<file path="src/rtl/cordic_ctrl.sv">
// cordic_ctrl - sequencing controller for an iterative CORDIC datapath.
//
// Accepts one operation at a time through a valid/ready handshake. It steers
// the datapath input mux and shift counter through the load, iterate and
// hold phases, then presents the result until the consumer takes it.
//
// Optional feature: define CORDIC_CTRL_ABORT_EN to add the abort input and
// the aborted output. With the macro undefined, neither port exists.
//
// Ports
//   clk           in   1  single clock, rising edge
//   reset_n       in   1  asynchronous active-low reset
//   start_valid   in   1  requester offers an operation
//   start_ready   out  1  operation accepted (IDLE only)
//   mode_in       in   1  0 = rotation, 1 = vectoring; sampled on acceptance
//   result_valid  out  1  datapath holds a finished result
//   result_ready  in   1  consumer takes the result
//   cordic_mode   out  1  latched mode for the datapath
//   in_mux_ctl    out  2  00 rot load, 10 vec load, 01 feedback, 11 hold
//   counter_rst   out  1  clears the datapath shift counter
//   counter_hold  out  1  freezes the datapath shift counter
//   iter_cnt      out  4  current micro-rotation index
//   abort         in   1  (CORDIC_CTRL_ABORT_EN) cancel the running operation
//   aborted       out  1  (CORDIC_CTRL_ABORT_EN) one-cycle cancel indication
//
// state | meaning
// IDLE  | waiting for start_valid; datapath held
// LOAD  | one cycle loading operands, shift counter cleared
// ITER  | NUM_ITER feedback cycles, iter_cnt counts 0..NUM_ITER-1
// DONE  | result presented until result_ready
module cordic_ctrl #(
  parameter int unsigned NUM_ITER = 8
) (
  input  logic       clk,
  input  logic       reset_n,
  input  logic       start_valid,
  output logic       start_ready,
  input  logic       mode_in,
  output logic       result_valid,
  input  logic       result_ready,
  output logic       cordic_mode,
  output logic [1:0] in_mux_ctl,
  output logic       counter_rst,
  output logic       counter_hold,
  output logic [3:0] iter_cnt
`ifdef CORDIC_CTRL_ABORT_EN
  ,
  input  logic       abort,
  output logic       aborted
`endif
);

  typedef enum logic [1:0] {
    S_IDLE = 2'd0,
    S_LOAD = 2'd1,
    S_ITER = 2'd2,
    S_DONE = 2'd3
  } state_t;

  localparam logic [3:0] LAST_ITER = 4'(NUM_ITER - 1);
  localparam logic [1:0] MUX_FEED  = 2'b01;
  localparam logic [1:0] MUX_HOLD  = 2'b11;

  state_t     r_state;
  logic       r_start_ready;
  logic       r_result_valid;
  logic       r_cordic_mode;
  logic [1:0] r_in_mux_ctl;
  logic       r_counter_rst;
  logic       r_counter_hold;
  logic [3:0] r_iter_cnt;
  logic       w_abort;

`ifdef CORDIC_CTRL_ABORT_EN
  logic r_aborted;
  assign w_abort = abort;
  assign aborted = r_aborted;
`else
  assign w_abort = 1'b0;
`endif

  always_ff @(posedge clk or negedge reset_n) begin
    if (!reset_n) begin
      r_state        <= S_IDLE;
      r_start_ready  <= 1'b1;
      r_result_valid <= 1'b0;
      r_cordic_mode  <= 1'b0;
      r_in_mux_ctl   <= MUX_HOLD;
      r_counter_rst  <= 1'b0;
      r_counter_hold <= 1'b1;
      r_iter_cnt     <= 4'd0;
`ifdef CORDIC_CTRL_ABORT_EN
      r_aborted      <= 1'b0;
`endif
    end else begin
`ifdef CORDIC_CTRL_ABORT_EN
      r_aborted <= 1'b0;
`endif
      case (r_state)
        S_IDLE: begin
          if (start_valid) begin
            r_state        <= S_LOAD;
            r_start_ready  <= 1'b0;
            r_cordic_mode  <= mode_in;
            // load select follows the mode being latched this same edge
            r_in_mux_ctl   <= {mode_in, 1'b0};
            r_counter_rst  <= 1'b1;
            r_counter_hold <= 1'b0;
            r_iter_cnt     <= 4'd0;
          end
        end
        S_LOAD, S_ITER: begin
          if (w_abort) begin
            r_state        <= S_IDLE;
            r_start_ready  <= 1'b1;
            r_in_mux_ctl   <= MUX_HOLD;
            r_counter_rst  <= 1'b0;
            r_counter_hold <= 1'b1;
`ifdef CORDIC_CTRL_ABORT_EN
            r_aborted      <= 1'b1;
`endif
          end else if (r_state == S_LOAD) begin
            r_state       <= S_ITER;
            r_in_mux_ctl  <= MUX_FEED;
            r_counter_rst <= 1'b0;
          end else if (r_iter_cnt == LAST_ITER) begin
            // index stays at the last value; cleared again on the next load
            r_state        <= S_DONE;
            r_result_valid <= 1'b1;
            r_in_mux_ctl   <= MUX_HOLD;
            r_counter_hold <= 1'b1;
          end else begin
            r_iter_cnt <= r_iter_cnt + 4'd1;
          end
        end
        S_DONE: begin
          if (result_ready) begin
            r_state        <= S_IDLE;
            r_result_valid <= 1'b0;
            r_start_ready  <= 1'b1;
          end
        end
        default: r_state <= S_IDLE;
      endcase
    end
  end

  assign start_ready  = r_start_ready;
  assign result_valid = r_result_valid;
  assign cordic_mode  = r_cordic_mode;
  assign in_mux_ctl   = r_in_mux_ctl;
  assign counter_rst  = r_counter_rst;
  assign counter_hold = r_counter_hold;
  assign iter_cnt     = r_iter_cnt;

endmodule

</file>
<file path="config.mk">
export PLATFORM = sky130hd
export DESIGN_NAME = cordic_ctrl
export DESIGN_NICKNAME = d
export VERILOG_FILES = /design/src/rtl/cordic_ctrl.sv
export SDC_FILE = /design/constraint.sdc
export NUM_CORES = 1
export LEC_CHECK = 0
export CAP_MARGIN = 30
export CELL_PAD_IN_SITES_DETAIL_PLACEMENT = 1
export CELL_PAD_IN_SITES_GLOBAL_PLACEMENT = 1
export CORE_MARGIN = 5
export CORE_UTILIZATION = 36
export CTS_BUF_LIST = sky130_fd_sc_hd__clkbuf_16
export DETAILED_ROUTE_END_ITERATION = 10
export GPL_ROUTABILITY_DRIVEN = 0
export GPL_TIMING_DRIVEN = 0
export HOLD_SLACK_MARGIN = 0.03
export PLACE_DENSITY = 0.84
export SYNTH_ARGS = -nofsm -noshare
export SYNTH_HDL_FRONTEND = slang
export SYNTH_SLANG_ARGS = --single-unit
</file>
<file path="constraint.sdc">
create_clock -name clk -period 2.32 [get_ports clk]
set_clock_uncertainty 0.1 [all_clocks]
set_input_delay 0.348 -clock clk [delete_from_list [all_inputs] [get_ports clk]]
set_output_delay 0.348 -clock clk [all_outputs]
set_load 0.01 [all_outputs]
</file>
==> results of run 1 <==
layer usage:
layer / GRT usage [%] / vias up
li1: - / 334
met1: 18.39 / 353
met2: 23.04 / 12
met3: 3.480 / 0
met4: 4.746 / 0
met5: 0 / -
per-stage QoR:
stage / worst slack (ps) / util (%) / instances / power (µW) / area (µm²)
after global placement: 524.7 / 47.79 / 121 / 1326 / 947.2
final: 412.4 / 51.77 / 125 / 1681 / 1026
after floorplan: 676.7 / - / 79 / 1032 / 763.2
after CTS: 403.0 / 51.77 / 125 / 1704 / 1026
after global routing: 218.4 / 51.77 / 125 / 1835 / 1026
after detailed placement: 459.9 / 47.79 / 121 / 1365 / 947.2
flip-flops by register name (all words and copies together) (netlist names):
| name | count |
|---|---|
| cordic_mode | 1 |
| counter_hold | 1 |
| counter_rst | 1 |
| in_mux_ctl | 2 |
| iter_cnt | 4 |
| r_state | 2 |
| result_valid | 1 |
| start_ready | 1 |
layout by cell type (no fill, tap or decap):
cell / n
dfrtp_1: 9
nor3_1: 3
a31oi_1: 3
buf_2: 1
nand3b_1: 1
o22ai_1: 1
inv_1: 8
o22a_1: 1
nand2_1: 2
nand3_1: 6
o21ai_0: 8
dfstp_2: 4
a221oi_1: 2
nor3b_1: 1
ha_1: 5
or2b_1: 1
clkbuf_1: 1
and3b_1: 1
nor2b_1: 2
clkdlybuf4s50_1: 15
nand2b_1: 1
or3_1: 3
a21oi_1: 6
o211ai_1: 4
o32ai_1: 1
o311ai_2: 1
mux2i_2: 1
mux2_2: 1
nor2_1: 1
or2_4: 1
clkbuf_16: 3
logic make-up (layout without fill, tap and decap cells):
| kind of cell | count (synthesis) | count (layout) | share of synthesized area (%) |
|---|---|---|---|
| buffers and inverters | 9 | 28 | 4.590 |
| AO/OA/AOI/OAI | 27 | 27 | 23.12 |
| flip-flops | 13 | 13 | 43.28 |
| adder cells (fa/ha/maj) | 5 | 5 | 8.197 |
| AND/OR/NAND/NOR | 23 | 23 | 17.54 |
| multiplexers | 2 | 2 | 3.278 |
worst min-delay path, stage by stage, from the launching register on:
cell	delay, ps
dfstp_2	370
inv_1	40
a21oi_1	50
layout make-up:
class / instances / area [µm²] / area share, %
Clock buffer: 3 / 75.07 / 7.317
Timing Repair Buffer: 15 / 150.1 / 14.63
Clock inverter: 1 / 3.754 / 0.3659
Sequential cell: 13 / 330.3 / 32.20
Buffer: 2 / 8.758 / 0.8537
Inverter: 7 / 26.28 / 2.561
Multi-Input combinational cell: 57 / 397.9 / 38.78
Tap cell: 27 / 33.78 / 3.293
worst paths after layout:
kind / slack, ps / end
worst max-delay path: 410 / in_mux_ctl[1]$_DFFE_PN1P_
worst min-delay path: 370 / in_mux_ctl[0]$_DFFE_PN1P_
worst max register to register: 410 / in_mux_ctl[1]$_DFFE_PN1P_
worst min register to register: 370 / in_mux_ctl[0]$_DFFE_PN1P_
max in group asynchronous: 1330 / r_state[0]$_DFFE_PN0P_
min in group asynchronous: 400 / result_valid$_DFFE_PN0P_
power breakdown:
part           switching (µW)  internal, µW  total (µW)
Sequential               96.0           353         449
Clock                    89.7           227         317
Combinational             490           425         915
Total                     676          1000        1680
==> impl_results.md, run 1 <==
- Status: completed
- Critical path endpoint category: flop
- Boundary Pins: 16
- Final Setup Violations: 0
- Critical Path Source: r_state[0]$_DFFE_PN0P_
- HP Class: flop to flop
- Worst-case clock buffer depth: 2
- Register area share after synthesis: 43.28%
- Worst hold slack: between 300 and 400 ps
- Minimum clock period: 1908 ps
- DR WL/cell: 15.82 µm
- First-pass GRT wire length: 3594 µm
- Gr ovfl total: 0
- Number of setup buffers added after CTS: 0
- Mapped Cells: 79
- GRT Util Overall: 14.22%
- Cells along the critical path: inv_1 -> ha_1 -> mux2i_2 -> o22ai_1 -> a221oi_1
- Synth area leaders: dfrtp_1 (30%), dfstp_2 (14%), ha_1 (8.2%), o21ai_0 (5.2%), a21oi_1 (3.9%)
- Vias per cell: between 5 and 6
- Worst R2R Start: r_state[0]$_DFFE_PN0P_
- Max FO, Critical Path: 7
- YS warnings: 0
- Final Max Slew Viols: 0
- Layout fillers: 219
- Sink Count: 13
- Root Driver: clkbuf_16
- # resized after CTS: 0
- DRT Pass-1 Iters: 2
- Max VDD drop: between 0.6 and 0.7 mV
- Die span in y: 56.05 µm
- Final Cycle Share: 82.23%
- Later-pin clock latency in the skew report: 240 ps
- H-tree depth: 1
- Post-synthesis register bit count: 13
- I/O Buffers: 15
- Drt initial violations: 3
- Hold buffers post-CTS: 0
- CP top delay family: flip-flops
- Area Overhead vs Synth: 34.43%
- Lkg Pwr: 0.0004189 µW
- R2R cell count: 5
- Post-synth EDFFs: 0
- RSZ-0062 raised after global routing: no
- Cell taking the most area after synthesis: dfrtp_1
- CP Depth: 5
- Initial antenna violation count: 0
- Max Used Layer: met3
- ANT nets after route: 0
- Die area: 0.003141 mm²
- Largest net degree at the start of global routing: 14
- Vias: between 600 and 700
- Min-delay src: in_mux_ctl[0]$_DFFE_PN1P_
- Core Footprint: between 0.0015 and 0.002 mm²
- Most frequent cells after synthesis: dfrtp_1 (9), o21ai_0 (8), inv_1 (7)
- Setup TNS: 0 ps
- Post-synthesis async set-or-reset flop share: 100.0%
- CTS Buf Count: 3
- Met2 Wirelength: 1021 µm
- # nets final: 109
- Hpwl dp: 1441 µm
- WHS Path Cells: 2
- Final hold vios: 0
- Power density cells: 1638 mW/mm²
- Max-cap violations: 0
- Layout cells sized above 1: 12.24%
- # diodes: 0
- Worst endpoint required time: 2350 ps
- Number of global-route vias before repair: about 780
- Fmax: 524.2 MHz
- Count leader, synth: dfrtp_1
- Synth cell types: 29
- Initial Utilization: 38.51%
- Post-synthesis cell area: 763.2 µm²
- Avg Inst Size Synth: 9.661 µm²
- Worst-Margin Slew: just over 600 ps
- Mapped Nets: 89
- Setup Crit Path Kind: flop to flop
- Clk slew on worst S/H paths: 40 ps
- WL final: ~2000 µm
- Synth Flop Type: dfrtp_1
- CP bufs+invs: 1
- Critical path arrival: just under 2000 ps
- Top-area cell type share of the netlist area: 29.51%
- Die width: 56.05 µm
- TritonCTS clock tree: done
- Rows: 16
- Relative slew slack: 59.00%
- Slowest-stage cell, CP: dfrtp_1
- Met1 wire length: 892 µm
- Setup crit start kind: flop
- # DRC: 0
- Slowest stage delay, CP: about 450 ps
- Met3 Routed Length: about 64 µm
Power figures use the tool's default switching activity.
==> run 2, diff against run 1 <==
- CORE_UTILIZATION: 36 -> 33
- PLACE_DENSITY: 0.84 -> 0.81
- clock period: 2.32 -> 1.6 ns (I/O delays scaled with it)
==> impl_results.md, run 2 (synthesis results as in run 1) <==
- Root Driver: clkbuf_16 (unchanged)
- Rows: 17 (was 16)
- Most frequent cells in the layout: buf_4 (12), clkdlybuf4s50_1 (11), o21ai_0 (8) (was clkdlybuf4s50_1 (15), dfrtp_1 (9), inv_1 (8), o21ai_0 (8))
- Worst-case clock buffer depth: 2 (unchanged)
- Largest net degree at the start of global routing: 14 (unchanged)
- Vias: 738 (was 699)
- RSZ-0062 raised after global routing: yes (was no)
- # nets final: 120 (was 109)
- Max VDD drop: 1.267 mV (was 0.6708 mV)
- Worst-Margin Slew: 668.0 ps (was 613.1 ps)
- Minimum clock period: 1666 ps (was 1908 ps)
- Final hold vios: 0 (unchanged)
- DRT Pass-1 Iters: 2 (unchanged)
- Die width: 58.09 µm (was 56.05 µm)
- WL final: 2391 µm (was 1978 µm)
- Status: finished with violations (was completed)
- Slowest stage delay, CP: 380 ps (was 450 ps)
- Slowest-stage cell, CP: or3_4 (was dfrtp_1)
- Relative slew slack: 55.32% (was 59.00%)
- Gr ovfl total: 0 (unchanged)
- Hpwl dp: 1507 µm (was 1441 µm)
- H-tree depth: 1 (unchanged)
- Lkg Pwr: 0.0004783 µW (was 0.0004189 µW)
- DR WL/cell: 17.45 µm (was 15.82 µm)
- I/O Buffers: 15 (unchanged)
- Cells along the critical path: inv_2 -> ha_4 -> clkinvlp_4 -> or3_4 -> o311ai_2 (was inv_1 -> ha_1 -> mux2i_2 -> o22ai_1 -> a221oi_1)
- HP Class: primary input to async pin (was flop to flop)
- Placed Area: 963.4 µm² (was 947.2 µm²)
- Vias per cell: 5.387 (was 5.592)
- Die area: 0.003374 mm² (was 0.003141 mm²)
- Layout fillers: 266 (was 219)
- Violated checks: setup timing
- Total Power: 2934 µW (was 1681 µW)
- Worst hold slack: 307.0 ps (was 369.0 ps)
- Worst slack, placed: -165.6 ps (was 459.9 ps)
- CP bufs+invs: 2 (was 1)
- Setup ws final: -66.37 ps (was 412.4 ps)
- Power density cells: 2435 mW/mm² (was 1638 mW/mm²)
- Sink Count: 13 (unchanged)
- Area Overhead vs Synth: 57.87% (was 34.43%)
- CTS Buf Count: 3 (unchanged)
- Core Footprint: 0.002212 mm² (was 0.001982 mm²)
- Later-pin clock latency in the skew report: 240 ps (about the same)
- Final Max Slew Viols: 0 (unchanged)
- Setup Crit Path Kind: flop to flop (unchanged)
- # DRC: 0 (unchanged)
- Final Cycle Share: 104.1% (was 82.23%)
- Worst endpoint required time: 1640 ps (was 2350 ps)
- Final Setup Violations: 2 (was 0)
- Initial Utilization: 34.50% (was 38.51%)
- Commonest non-fill, non-tap cell in the layout: buf_4 (was clkdlybuf4s50_1)
- CP top delay family: simple AND/OR/NAND/NOR gates (was flip-flops)
- TritonCTS clock tree: done (unchanged)
- Initial antenna violation count: 0 (unchanged)
- Fmax: 600.1 MHz (was 524.2 MHz)
- Setup crit start kind: flop (unchanged)
- Max reg flops: 4 (unchanged)
- # diodes: 0 (unchanged)
- ANT nets after route: 0 (unchanged)
- Boundary Pins: 16 (unchanged)
- GRT Util Overall: 14.96% (was 14.22%)
- Layout cells sized above 1: 37.61% (was 12.24%)
- Die span in y: 58.09 µm (was 56.05 µm)
- Clk slew on worst S/H paths: 50 ps (was 40 ps)
- Max-cap violations: 0 (unchanged)
- Critical path endpoint category: flop (unchanged)
- Drt initial violations: 8 (was 3)
- Critical path arrival: 1710 ps (was 1940 ps)
- Number of global-route vias before repair: 799 (was 775)
- Max FO, Critical Path: 4 (was 7)
- Post-Layout Inst Area: 0.001205 mm² (was 0.001026 mm²)
- First-pass GRT wire length: 3815 µm (was 3594 µm)
-- run 2: cell count changes in the layout (fill, tap and decap cells not counted), moves of 3 or more --
cell / previous run / this run
buf_4: 0 / 12
clkdlybuf4s50_1: 15 / 11
dfrtp_1: 9 / 6
dfrtp_2: 0 / 3
dlygate4sd2_1: 0 / 4
ha_1: 5 / 0
ha_4: 0 / 4
inv_1: 8 / 4
inv_2: 0 / 3
-- run 2: timing repair --
item / in CTS / in global routing
hold buffers: 0 / 0
gates resized for setup: 10 / 15
setup buffers: 9 / 4
endpoints found under the setup margin: 14 / 10
gates cloned: 0 / 0
pin swaps: 2 / 3
-- run 2: cell type report --
class | instances | area, µm² | share of cell area [%]
clock buffers | 3 | 75.07 | 6.231
clock inverters | 1 | 3.754 | 0.3115
inverters | 7 | 30.03 | 2.492
multi-input cells | 57 | 480.5 | 39.88
flip-flops and latches | 13 | 334.1 | 27.73
well taps | 28 | 35.03 | 2.908
repair buffers | 28 | 246.5 | 20.46
-- run 2: per-layer routing --
layer / share of wire [%] / global-route usage (%) / vias to the layer above
met5: 0 / 0 / -
met1: 44 / 18.54 / 369
li1: - / - / 354
met2: 53 / 23.87 / 11
met3: 2.4 / 3.118 / 4
met4: 1.5 / 8.609 / 0
-- run 2: where the power goes --
| part | switching, µW | leakage, µW | internal, µW | total [µW] |
|---|---|---|---|---|
| registers | 129 | 0.000145 | 517 | 646 |
| clock network | 142 | 0.0000423 | 330 | 472 |
| logic | 893 | 0.000291 | 922 | 1820 |
-- run 2: path summary, 6_finish.rpt --
path	from	slack, ps	to	depth (start not counted)
worst max register to register	r_state[1]$_DFFE_PN0P_	-70	iter_cnt[3]$_DFFE_PN0P_	5
worst min-delay path	reset_n	310	iter_cnt[3]$_DFFE_PN0P_	1
worst max-delay path	r_state[1]$_DFFE_PN0P_	-70	iter_cnt[3]$_DFFE_PN0P_	5
max in group asynchronous	reset_n	620	iter_cnt[0]$_DFFE_PN0P_	1
min in group clk	in_mux_ctl[0]$_DFFE_PN1P_	370	in_mux_ctl[0]$_DFFE_PN1P_	2
worst min register to register	in_mux_ctl[0]$_DFFE_PN1P_	370	in_mux_ctl[0]$_DFFE_PN1P_	2
-- run 2: per-stage QoR --
stage | utilization, % | TNS, ps | std cells
floorplan | - | 0 | 79
global placement | 43.55 | -521.8 | 122
detailed placement | 43.55 | -901.5 | 122
CTS | 50.45 | -54.75 | 134
global route | 54.47 | -286.2 | 137
finish | 54.47 | -69.35 | 137
==> run 3, diff against run 2 <==
- CAP_MARGIN: 30 -> 20
==> results of run 3 <==
The final DEF is identical to that of run 2; final timing and power are the same.
